`src/rtl/prio_enc_pkg.sv`:
```
// rtl/prio_enc_pkg.sv - shared types and constants for the 8-to-3 priority encoder
package prio_enc_pkg;

   localparam int WIDTH  = 8;
   localparam int CODE_W = 3;

   // rr_ptr reset value; the first round-robin search then starts at index 6
   localparam logic [CODE_W-1:0] RR_RESET_PTR = 3'd7;

   typedef enum logic {
      IDLE    = 1'b0,
      PRESENT = 1'b1
   } state_t;

endpackage

```
`src/rtl/prio_enc_if.sv`:
```
// rtl/prio_enc_if.sv - request/handshake bundle between encoder and its consumer
interface prio_enc_if;
   import prio_enc_pkg::*;

   logic              en;
   logic [WIDTH-1:0]  req;
   logic [WIDTH-1:0]  mask;
   logic [CODE_W-1:0] code;
   logic              valid;
   logic              ack;
   logic [WIDTH-1:0]  pending;
   logic              ovf;

   modport master (
      output en, req, mask, ack,
      input  code, valid, pending, ovf
   );

   modport slave (
      input  en, req, mask, ack,
      output code, valid, pending, ovf
   );

endinterface

```
`src/rtl/prio_sel.sv`:
```
// rtl/prio_sel.sv - find-first-set searching downward from a start index with wrap
module prio_sel
   import prio_enc_pkg::*;
(
   input  logic [WIDTH-1:0]  cand,
   input  logic [CODE_W-1:0] start,
   output logic [CODE_W-1:0] idx,
   output logic              any
);

   logic [CODE_W-1:0] pos;

   // Visit start, start-1, ... wrapping 0 -> 7; the first set bit wins
   always_comb begin
      idx = '0;
      any = 1'b0;
      pos = '0;
      for (int k = 0; k < WIDTH; k++) begin
         pos = start - CODE_W'(k);
         if (!any && cand[pos]) begin
            idx = pos;
            any = 1'b1;
         end
      end
   end

endmodule

```
`src/rtl/prio_enc_8x3.sv`:
```
// rtl/prio_enc_8x3.sv - sticky 8-to-3 priority encoder with valid/ack; PRIO_ENC_RR_EN selects round-robin
module prio_enc_8x3
   import prio_enc_pkg::*;
(
   input  logic       clk,
   input  logic       rst_n,
   prio_enc_if.slave  bus
);

   state_t            state_q, state_d;
   logic [WIDTH-1:0]  pending_q, pending_d;
   logic [CODE_W-1:0] code_q, code_d;
   logic              valid_q, valid_d;
   logic              ovf_q, ovf_d;

   logic [CODE_W-1:0] sel_start;
   logic [CODE_W-1:0] sel_idx;
   logic              sel_any;
   logic              xfer;
   logic [WIDTH-1:0]  clr_vec;

   assign xfer = valid_q && bus.ack;

`ifdef PRIO_ENC_RR_EN
   logic [CODE_W-1:0] rr_ptr_q, rr_ptr_d;

   assign sel_start = rr_ptr_q - 3'd1;

   // The last transferred index becomes the lowest priority for the next search
   always_comb begin
      rr_ptr_d = rr_ptr_q;
      if (xfer) begin
         rr_ptr_d = code_q;
      end
   end

   // Round-robin pointer register
   always_ff @(posedge clk) begin
      if (!rst_n) begin
         rr_ptr_q <= RR_RESET_PTR;
      end else begin
         rr_ptr_q <= rr_ptr_d;
      end
   end
`else
   assign sel_start = CODE_W'(WIDTH - 1);
`endif

   prio_sel u_sel (
      .cand  (pending_q & bus.mask),
      .start (sel_start),
      .idx   (sel_idx),
      .any   (sel_any)
   );

   // Pending update: the transfer clears its bit, a same-cycle request sets it again
   always_comb begin
      clr_vec   = xfer ? (WIDTH'(1) << code_q) : '0;
      pending_d = (pending_q & ~clr_vec) | (bus.en ? bus.req : '0);
      ovf_d     = |(bus.req & pending_q & ~clr_vec);
   end

   // Handshake FSM: latch one candidate, hold it until acked, then idle for a cycle
   always_comb begin
      state_d = state_q;
      code_d  = code_q;
      valid_d = valid_q;
      case (state_q)
         IDLE: begin
            if (bus.en && sel_any) begin
               state_d = PRESENT;
               code_d  = sel_idx;
               valid_d = 1'b1;
            end
         end
         PRESENT: begin
            if (bus.ack) begin
               state_d = IDLE;
               valid_d = 1'b0;
            end
         end
         default: begin
            state_d = IDLE;
            valid_d = 1'b0;
         end
      endcase
   end

   // State, pending and output registers
   always_ff @(posedge clk) begin
      if (!rst_n) begin
         state_q   <= IDLE;
         pending_q <= '0;
         code_q    <= '0;
         valid_q   <= 1'b0;
         ovf_q     <= 1'b0;
      end else begin
         state_q   <= state_d;
         pending_q <= pending_d;
         code_q    <= code_d;
         valid_q   <= valid_d;
         ovf_q     <= ovf_d;
      end
   end

   assign bus.code    = code_q;
   assign bus.valid   = valid_q;
   assign bus.pending = pending_q;
   assign bus.ovf     = ovf_q;

endmodule

```
`src/flat_wrapper.sv`:
```
// flat-port wrapper written by rule: the top's interface ports become plain ports
module prio_enc_8x3_flat import prio_enc_pkg::*;
  (clk, rst_n, bus_en, bus_req, bus_mask, bus_ack, bus_code, bus_valid, bus_pending, bus_ovf);
  prio_enc_if bus_i ();
  input  logic clk;
  input  logic rst_n;
  input wire logic [$bits(bus_i.en)-1:0] bus_en;
  input wire logic [$bits(bus_i.req)-1:0] bus_req;
  input wire logic [$bits(bus_i.mask)-1:0] bus_mask;
  input wire logic [$bits(bus_i.ack)-1:0] bus_ack;
  output wire logic [$bits(bus_i.code)-1:0] bus_code;
  output wire logic [$bits(bus_i.valid)-1:0] bus_valid;
  output wire logic [$bits(bus_i.pending)-1:0] bus_pending;
  output wire logic [$bits(bus_i.ovf)-1:0] bus_ovf;
  assign bus_i.en = bus_en;
  assign bus_i.req = bus_req;
  assign bus_i.mask = bus_mask;
  assign bus_i.ack = bus_ack;
  assign bus_code = bus_i.code;
  assign bus_valid = bus_i.valid;
  assign bus_pending = bus_i.pending;
  assign bus_ovf = bus_i.ovf;
  prio_enc_8x3 u_core (.clk(clk), .rst_n(rst_n), .bus(bus_i));
endmodule
```
`config.mk`:
```
export PLATFORM = sky130hd
export DESIGN_NAME = prio_enc_8x3_flat
export DESIGN_NICKNAME = d
export VERILOG_FILES = /design/src/rtl/prio_enc_pkg.sv /design/src/rtl/prio_enc_if.sv /design/src/rtl/prio_sel.sv /design/src/rtl/prio_enc_8x3.sv /design/src/flat_wrapper.sv
export SDC_FILE = /design/constraint.sdc
export NUM_CORES = 1
export LEC_CHECK = 0
export CAP_MARGIN = 15
export CORE_ASPECT_RATIO = 1.1
export CORE_MARGIN = 4
export CORE_UTILIZATION = 25
export DETAILED_ROUTE_END_ITERATION = 16
export PLACE_DENSITY = 0.55
export SLEW_MARGIN = 10
export SYNTH_ARGS = -nofsm -noshare
export SYNTH_HDL_FRONTEND = slang
export SYNTH_SLANG_ARGS = --single-unit
```
`constraint.sdc`:
```
create_clock -name clk -period 2.5 [get_ports clk]
set_clock_uncertainty 0.15 [all_clocks]
set_input_delay 0.5 -clock clk [delete_from_list [all_inputs] [get_ports clk]]
set_output_delay 0.5 -clock clk [all_outputs]
set_load 0.05 [all_outputs]
```
Word-level counts from Yosys, hierarchy flattened
Index checks and enable logic that the tools add are counted.
W data, S select, Z words.
Word-level totals
  input bits: 20
  register bits: 14
  output and inout port bits: 13
  word-level logic and storage cells: 58
Cells by class
  mux-type cells: 24
  bitwise gates (word level): 7
  shift operators: 1
  eq/ne operators: 2
  reduce and logical (&&, ||, !) cells: 19
Operator list (count)
  $and A8 B8 Y8: 4
  $mux W3: 8
  $mux W8: 2
  $mux W1: 12
  $logic_and A1 B1 Y1: 9
  $not A8 Y8: 1
  $or A8 B8 Y8: 1
  $reduce_or A8 Y1: 1
  $shl A1 B3 Y8 const A: 1
  $logic_not A1 Y1: 7
  $pmux W1 S2: 2
  $reduce_and A2 Y1: 2
  $ne A2 B1 Y1 const B: 1
  $ne A2 B2 Y1 const B: 1
  $not A1 Y1: 1

Depth between registers and ports, before layout
  word-level depth: 26
  depth in mapped cells: 5
  mapped depth without buffers: 4

Modules after synthesis
A second synthesis with hierarchy kept.
Second synthesis, totals
  cells, all modules: 193
  area, all modules: 1709.1 um^2
Modules (own cells, without submodules)
  prio_sel: cells an instance 113, sequential area each 0.0 um^2, area an instance 1049.8 um^2, instances 1
  prio_enc_8x3: cells an instance 80, sequential area each 280.3 um^2, area an instance 659.4 um^2, instances 1

Worst setup path after synthesis
OpenSTA, ideal clock, no wires.
  kind: reg-to-reg
  from: register u_core.code_q[2] (netlist: u_core.bus.code[2])
  to: register u_core.ovf_q (netlist: u_core.bus.ovf)
  setup slack: 0.744 ns
  arrival: 1.470 ns
  setup time: 0.136 ns
  buffers on the path: 1
  period minus slack after synthesis: 1.756 ns
  data required time: 2.214 ns
  cell stages (with the launch flop): 6
  cells stage by stage: dfxtp_1 and2_1 clkbuf_2 a41oi_1 nor4_1 a41oi_1
On the way
  cells in the longest elaborated chain, start to end: 5
Ends and longest elaborated chain
  start: declaration: line prio_enc_8x3.sv:12  | logic [CODE_W-1:0] code_q, code_d;
  start signal: assignment: line prio_enc_8x3.sv:100  | code_q <= code_d;
  $shl A1 B3 Y8: line prio_enc_8x3.sv:58  | clr_vec = xfer ? (WIDTH'(1) << code_q) : '0;
  $mux W8: line prio_enc_8x3.sv:58
  $not A8 Y8: line prio_enc_8x3.sv:60  | ovf_d = |(bus.req & pending_q & ~clr_vec);
  $and A8 B8 Y8: line prio_enc_8x3.sv:60
  $reduce_or A8 Y1: line prio_enc_8x3.sv:60
  end signal: assignment: line prio_enc_8x3.sv:102  | ovf_q <= ovf_d;
  end: declaration: line prio_enc_8x3.sv:14  | logic ovf_q, ovf_d;
No other way between the ends.
A chain may end at the register's enable or synchronous reset.

Worst setup path in the final report
  from: register u_core.code_q[0] (netlist: u_core.bus.code[0])
  to: output bus_code[0]
RTL lines
  end: declaration: line flat_wrapper.sv:11  | output wire logic [$bits(bus_i.code)-1:0] bus_code;
No word-level cell between the ends.

==> flow_results.org <==
** Outcome
- The flow ran to the end, and the final reports show no timing, DRC or antenna violations.

** Route
- For this block, the routed nets add up to 2147 µm of wire.
- Summed over all nets, wire length on met2 after detailed routing comes to approximately 1000 µm.
- After detailed routing, the average wire length per cell comes to about 14 µm.
- Antenna-violating nets left :: 0
- Met3 wirelength from detailed routing :: between 150 and 200 µm
- Via density :: 5.026
- Detailed routing inserted a total of between 700 and 800 vias.
- The detailed router put a total of ~950 µm of wire on met1.
- Number of iterations in the first detailed-routing pass :: 4
- Top routing layer used :: met3
- After detailed routing, the number of remaining DRC violations is 0.
- 1st-iter DRT viols :: 33

** Yosys
- Unique masters post-synth :: 24
- The cell area that synthesis handed to floorplanning was about 710 µm².
- The share of synthesized area in the top cell type comes to 39.30%.
- Synthesis produced a netlist whose cell count is 87.
- When the netlist entered floorplanning its net count stood at 107.
- Synth area leader :: sky130_fd_sc_hd__dfxtp_1
- After synthesis the netlist holds a flip-flop and latch count of 14.
- The average instance in the mapped netlist occupies between 8 and 9 µm².
- Ranking of synthesized cells by area :: sky130_fd_sc_hd__dfxtp_1 (39%), sky130_fd_sc_hd__a22oi_1 (13%), sky130_fd_sc_hd__nand2_1 (7.9%)
- During synthesis, Yosys emitted a total of 0 warnings.
- Register area share after synthesis :: between 30% and 40%

** Clock network
- In this run the number of H-tree levels came out at 1.
- Clock tree synthesis selected as its root buffer the cell sky130_fd_sc_hd__clkbuf_4.
- Counting every sink on the clock net gives 14.
- The number of gates resized after CTS was 0.
- TritonCTS created 3 clock buffers.
- Clock Tree Buf Depth :: 2
- CTS tree :: built
- Clock transition at the registers of the reported paths :: approximately 80 ps
- Post-CTS timing repair inserted 0 buffers for setup.
- Hold repair after CTS inserted 0 buffers.
- Clock latency on the worst-skew pair, taken at its later pin, is 280 ps.

** Global routing
- First-pass GRT wire length :: roughly 3500 µm
- The number of antenna violations at the first check in global routing was 0.
- In the global route stage, overall resource usage came out at 11.96%.
- The via count of the first global-routing pass came to 753.
- Final global-route overflow total :: 0
- Entering global routing, the biggest net connects 14 pins.

** Final layout
- Antenna fix cells :: 0
- Area growth from synthesis to layout :: 52.98%
- Once layout is done, the placed cells without fillers occupy between 0.001 and 0.0015 mm².
- Cells with a size suffix above 1 make up 6.667% of the layout.
- Net total in the final layout :: 142
- After the flow finishes, the layout carries non-filler instances totaling 153.

** Die
- In this run the core area contains 20 standard-cell rows.
- From left edge to right edge, the die measures approximately 59 µm.
- The die covers ~0.0038 mm².
- Number of top-level pins :: 33
- From bottom edge to top edge, the die measures 64.02 µm.
- Core region area :: approximately 0.0028 mm²
- For this configuration, the core starts out at a cell density of ~26%.

** Worst setup path
- The setup path with the least slack is of type flop to primary output.
- Data required time at the worst endpoint :: 1850 ps
- Kind of end point of the critical path :: primary output
- In this design, the stage delay of the slowest critical-path cell is 880 ps.
- Together, buffers and inverters on the worst path number 1.
- The worst setup path is launched from a flop.
- Traced cell by cell, the critical path runs through clkdlybuf4s50_1.
- Along the worst path, the maximum fanout reaches 8.
- In this design, the largest share of critical-path delay is due to buffers and inverters.
- Crit path max-delay cell type :: sky130_fd_sc_hd__clkdlybuf4s50_1
- For the worst setup path, the data arrival time is 1670 ps.

** STA
- The number of pins exceeding their max-slew limit in the final report is 0.
- Worst-Margin Slew :: 514.3 ps
- Setup violations remaining at the end of the flow were counted as 0.
- Final cycle utilization of the critical path :: roughly 90%
- Setup repair after global routing missed its margin :: no
- Setup_tns :: 0 ps
- Final hold violation count :: 0
- Top achievable clock speed :: between 0.4 and 0.5 GHz
- For the finished layout, the period the worst path requires is approximately 2300 ps.
- The worst pin sits at a relative slew slack of 65.60%.

** Power
- Power density over the cells :: ~550 mW/mm²
- For this design the static power due to leakage is 0.3981 nW.
- The design draws 0.6012 mW.
- VDD sags by at most 0.0002729 V.

** Placement
- Post-detailed-placement cell area :: between 0.001 and 0.0015 mm²
- Weighted congestion at the end of routability-driven global placement :: 0.7698
- Detailed-placement wirelength estimate :: between 1500 and 2000 µm
- Number of placed instances with taps included :: 150
- Count of port buffers added during placement :: 32

** Hold path
- Path category of the worst min-delay check :: flop to flop

** Run
- Number of max-cap violations :: 0
==> routing by layer <==
metal / vias up / global-route usage (%)
met3: 0 / 5.051
met1: 349 / 14.50
met5: - / 0
met4: 0 / 0.8499
met2: 24 / 20.30
li1: 396 / -
==> where the power goes <==
| group | switching, mW | internal [mW] |
|---|---|---|
| clock network | 0.0719 | 0.0559 |
| logic | 0.117 | 0.0885 |
| registers | 0.0251 | 0.243 |
==> stage by stage <==
stage	setup slack (ps)	hold WS (ps)	util (%)
3_5_place_dp	223.7	358.5	38.82
6_report	184.5	369.0	39.64
4_1_cts	167.2	376.1	39.64
3_3_place_gp	345.3	350.2	38.82
2_1_floorplan	744.4	319.6	-
5_1_grt	89.32	412.1	39.64
==> sequential cells by signal, summed over array words and instances, names as in the netlist <==
register,count
u_core.bus.code,3
u_core.bus.ovf,1
u_core.bus.pending,8
u_core.bus.valid,1
u_core.state_q,1
==> area by class of cell <==
type	count	area, µm²
Tap cell	33	41.29
Clock buffer	3	22.52
Sequential cell	14	280.3
Timing Repair Buffer	33	327.8
Inverter	2	7.507
Multi-Input combinational cell	68	411.6
Fill cell	294	1662
==> placed cells by master, fill, tap and decap left out <==
master,count
sky130_fd_sc_hd__dfxtp_1,14
sky130_fd_sc_hd__nand2b_1,4
sky130_fd_sc_hd__a41oi_2,1
sky130_fd_sc_hd__a31oi_1,1
sky130_fd_sc_hd__nor4_1,1
sky130_fd_sc_hd__and3b_2,2
sky130_fd_sc_hd__nor2_1,11
sky130_fd_sc_hd__clkdlybuf4s50_1,32
sky130_fd_sc_hd__and2_1,1
sky130_fd_sc_hd__a22oi_1,12
sky130_fd_sc_hd__a32oi_1,2
sky130_fd_sc_hd__nor3b_4,1
sky130_fd_sc_hd__buf_4,1
sky130_fd_sc_hd__nor2b_1,1
sky130_fd_sc_hd__nand3_1,2
sky130_fd_sc_hd__a311oi_1,1
sky130_fd_sc_hd__o211ai_1,1
sky130_fd_sc_hd__a21oi_1,7
sky130_fd_sc_hd__o211a_1,1
sky130_fd_sc_hd__inv_1,2
sky130_fd_sc_hd__a41oi_1,2
sky130_fd_sc_hd__nand4_1,2
sky130_fd_sc_hd__clkbuf_4,3
sky130_fd_sc_hd__nand2_1,15
==> logic make-up after synthesis <==
kind of cell / after synthesis / share of synthesized area (%)
compound gates: 28 / 29.30
buf+inv: 5 / 2.981
flops: 14 / 39.30
simple gates: 40 / 28.42
==> synthesized netlist by cell type <==
master / number
sky130_fd_sc_hd__a32oi_1: 2
sky130_fd_sc_hd__nor2_1: 11
sky130_fd_sc_hd__and3b_2: 2
sky130_fd_sc_hd__and2_1: 1
sky130_fd_sc_hd__a41oi_2: 1
sky130_fd_sc_hd__a21oi_1: 7
sky130_fd_sc_hd__clkbuf_1: 1
sky130_fd_sc_hd__nor2b_1: 1
sky130_fd_sc_hd__dfxtp_1: 14
sky130_fd_sc_hd__inv_1: 2
sky130_fd_sc_hd__nor4_1: 1
sky130_fd_sc_hd__nand2_1: 15
sky130_fd_sc_hd__nand2b_1: 4
sky130_fd_sc_hd__nor3b_4: 1
sky130_fd_sc_hd__a311oi_1: 1
sky130_fd_sc_hd__o211ai_1: 1
sky130_fd_sc_hd__nand3_1: 2
sky130_fd_sc_hd__nand4_1: 2
sky130_fd_sc_hd__a41oi_1: 2
sky130_fd_sc_hd__clkbuf_2: 1
sky130_fd_sc_hd__a31oi_1: 1
sky130_fd_sc_hd__a22oi_1: 12
sky130_fd_sc_hd__buf_2: 1
sky130_fd_sc_hd__o211a_1: 1
==> worst paths after layout <==
kind | slack (ps) | depth (start not counted) | end | start
max reg2reg | 820 | 4 | u_core.bus.ovf$_SDFF_PN0_ | u_core.bus.valid$_SDFFE_PN0P_
min | 370 | 2 | u_core.bus.code[2]$_SDFFE_PN0P_ | u_core.bus.code[2]$_SDFFE_PN0P_
min reg2reg | 370 | 2 | u_core.bus.code[2]$_SDFFE_PN0P_ | u_core.bus.code[2]$_SDFFE_PN0P_
max | 180 | 1 | bus_code[0] | u_core.bus.code[0]$_SDFFE_PN0P_
Power figures use the tool's default switching activity.
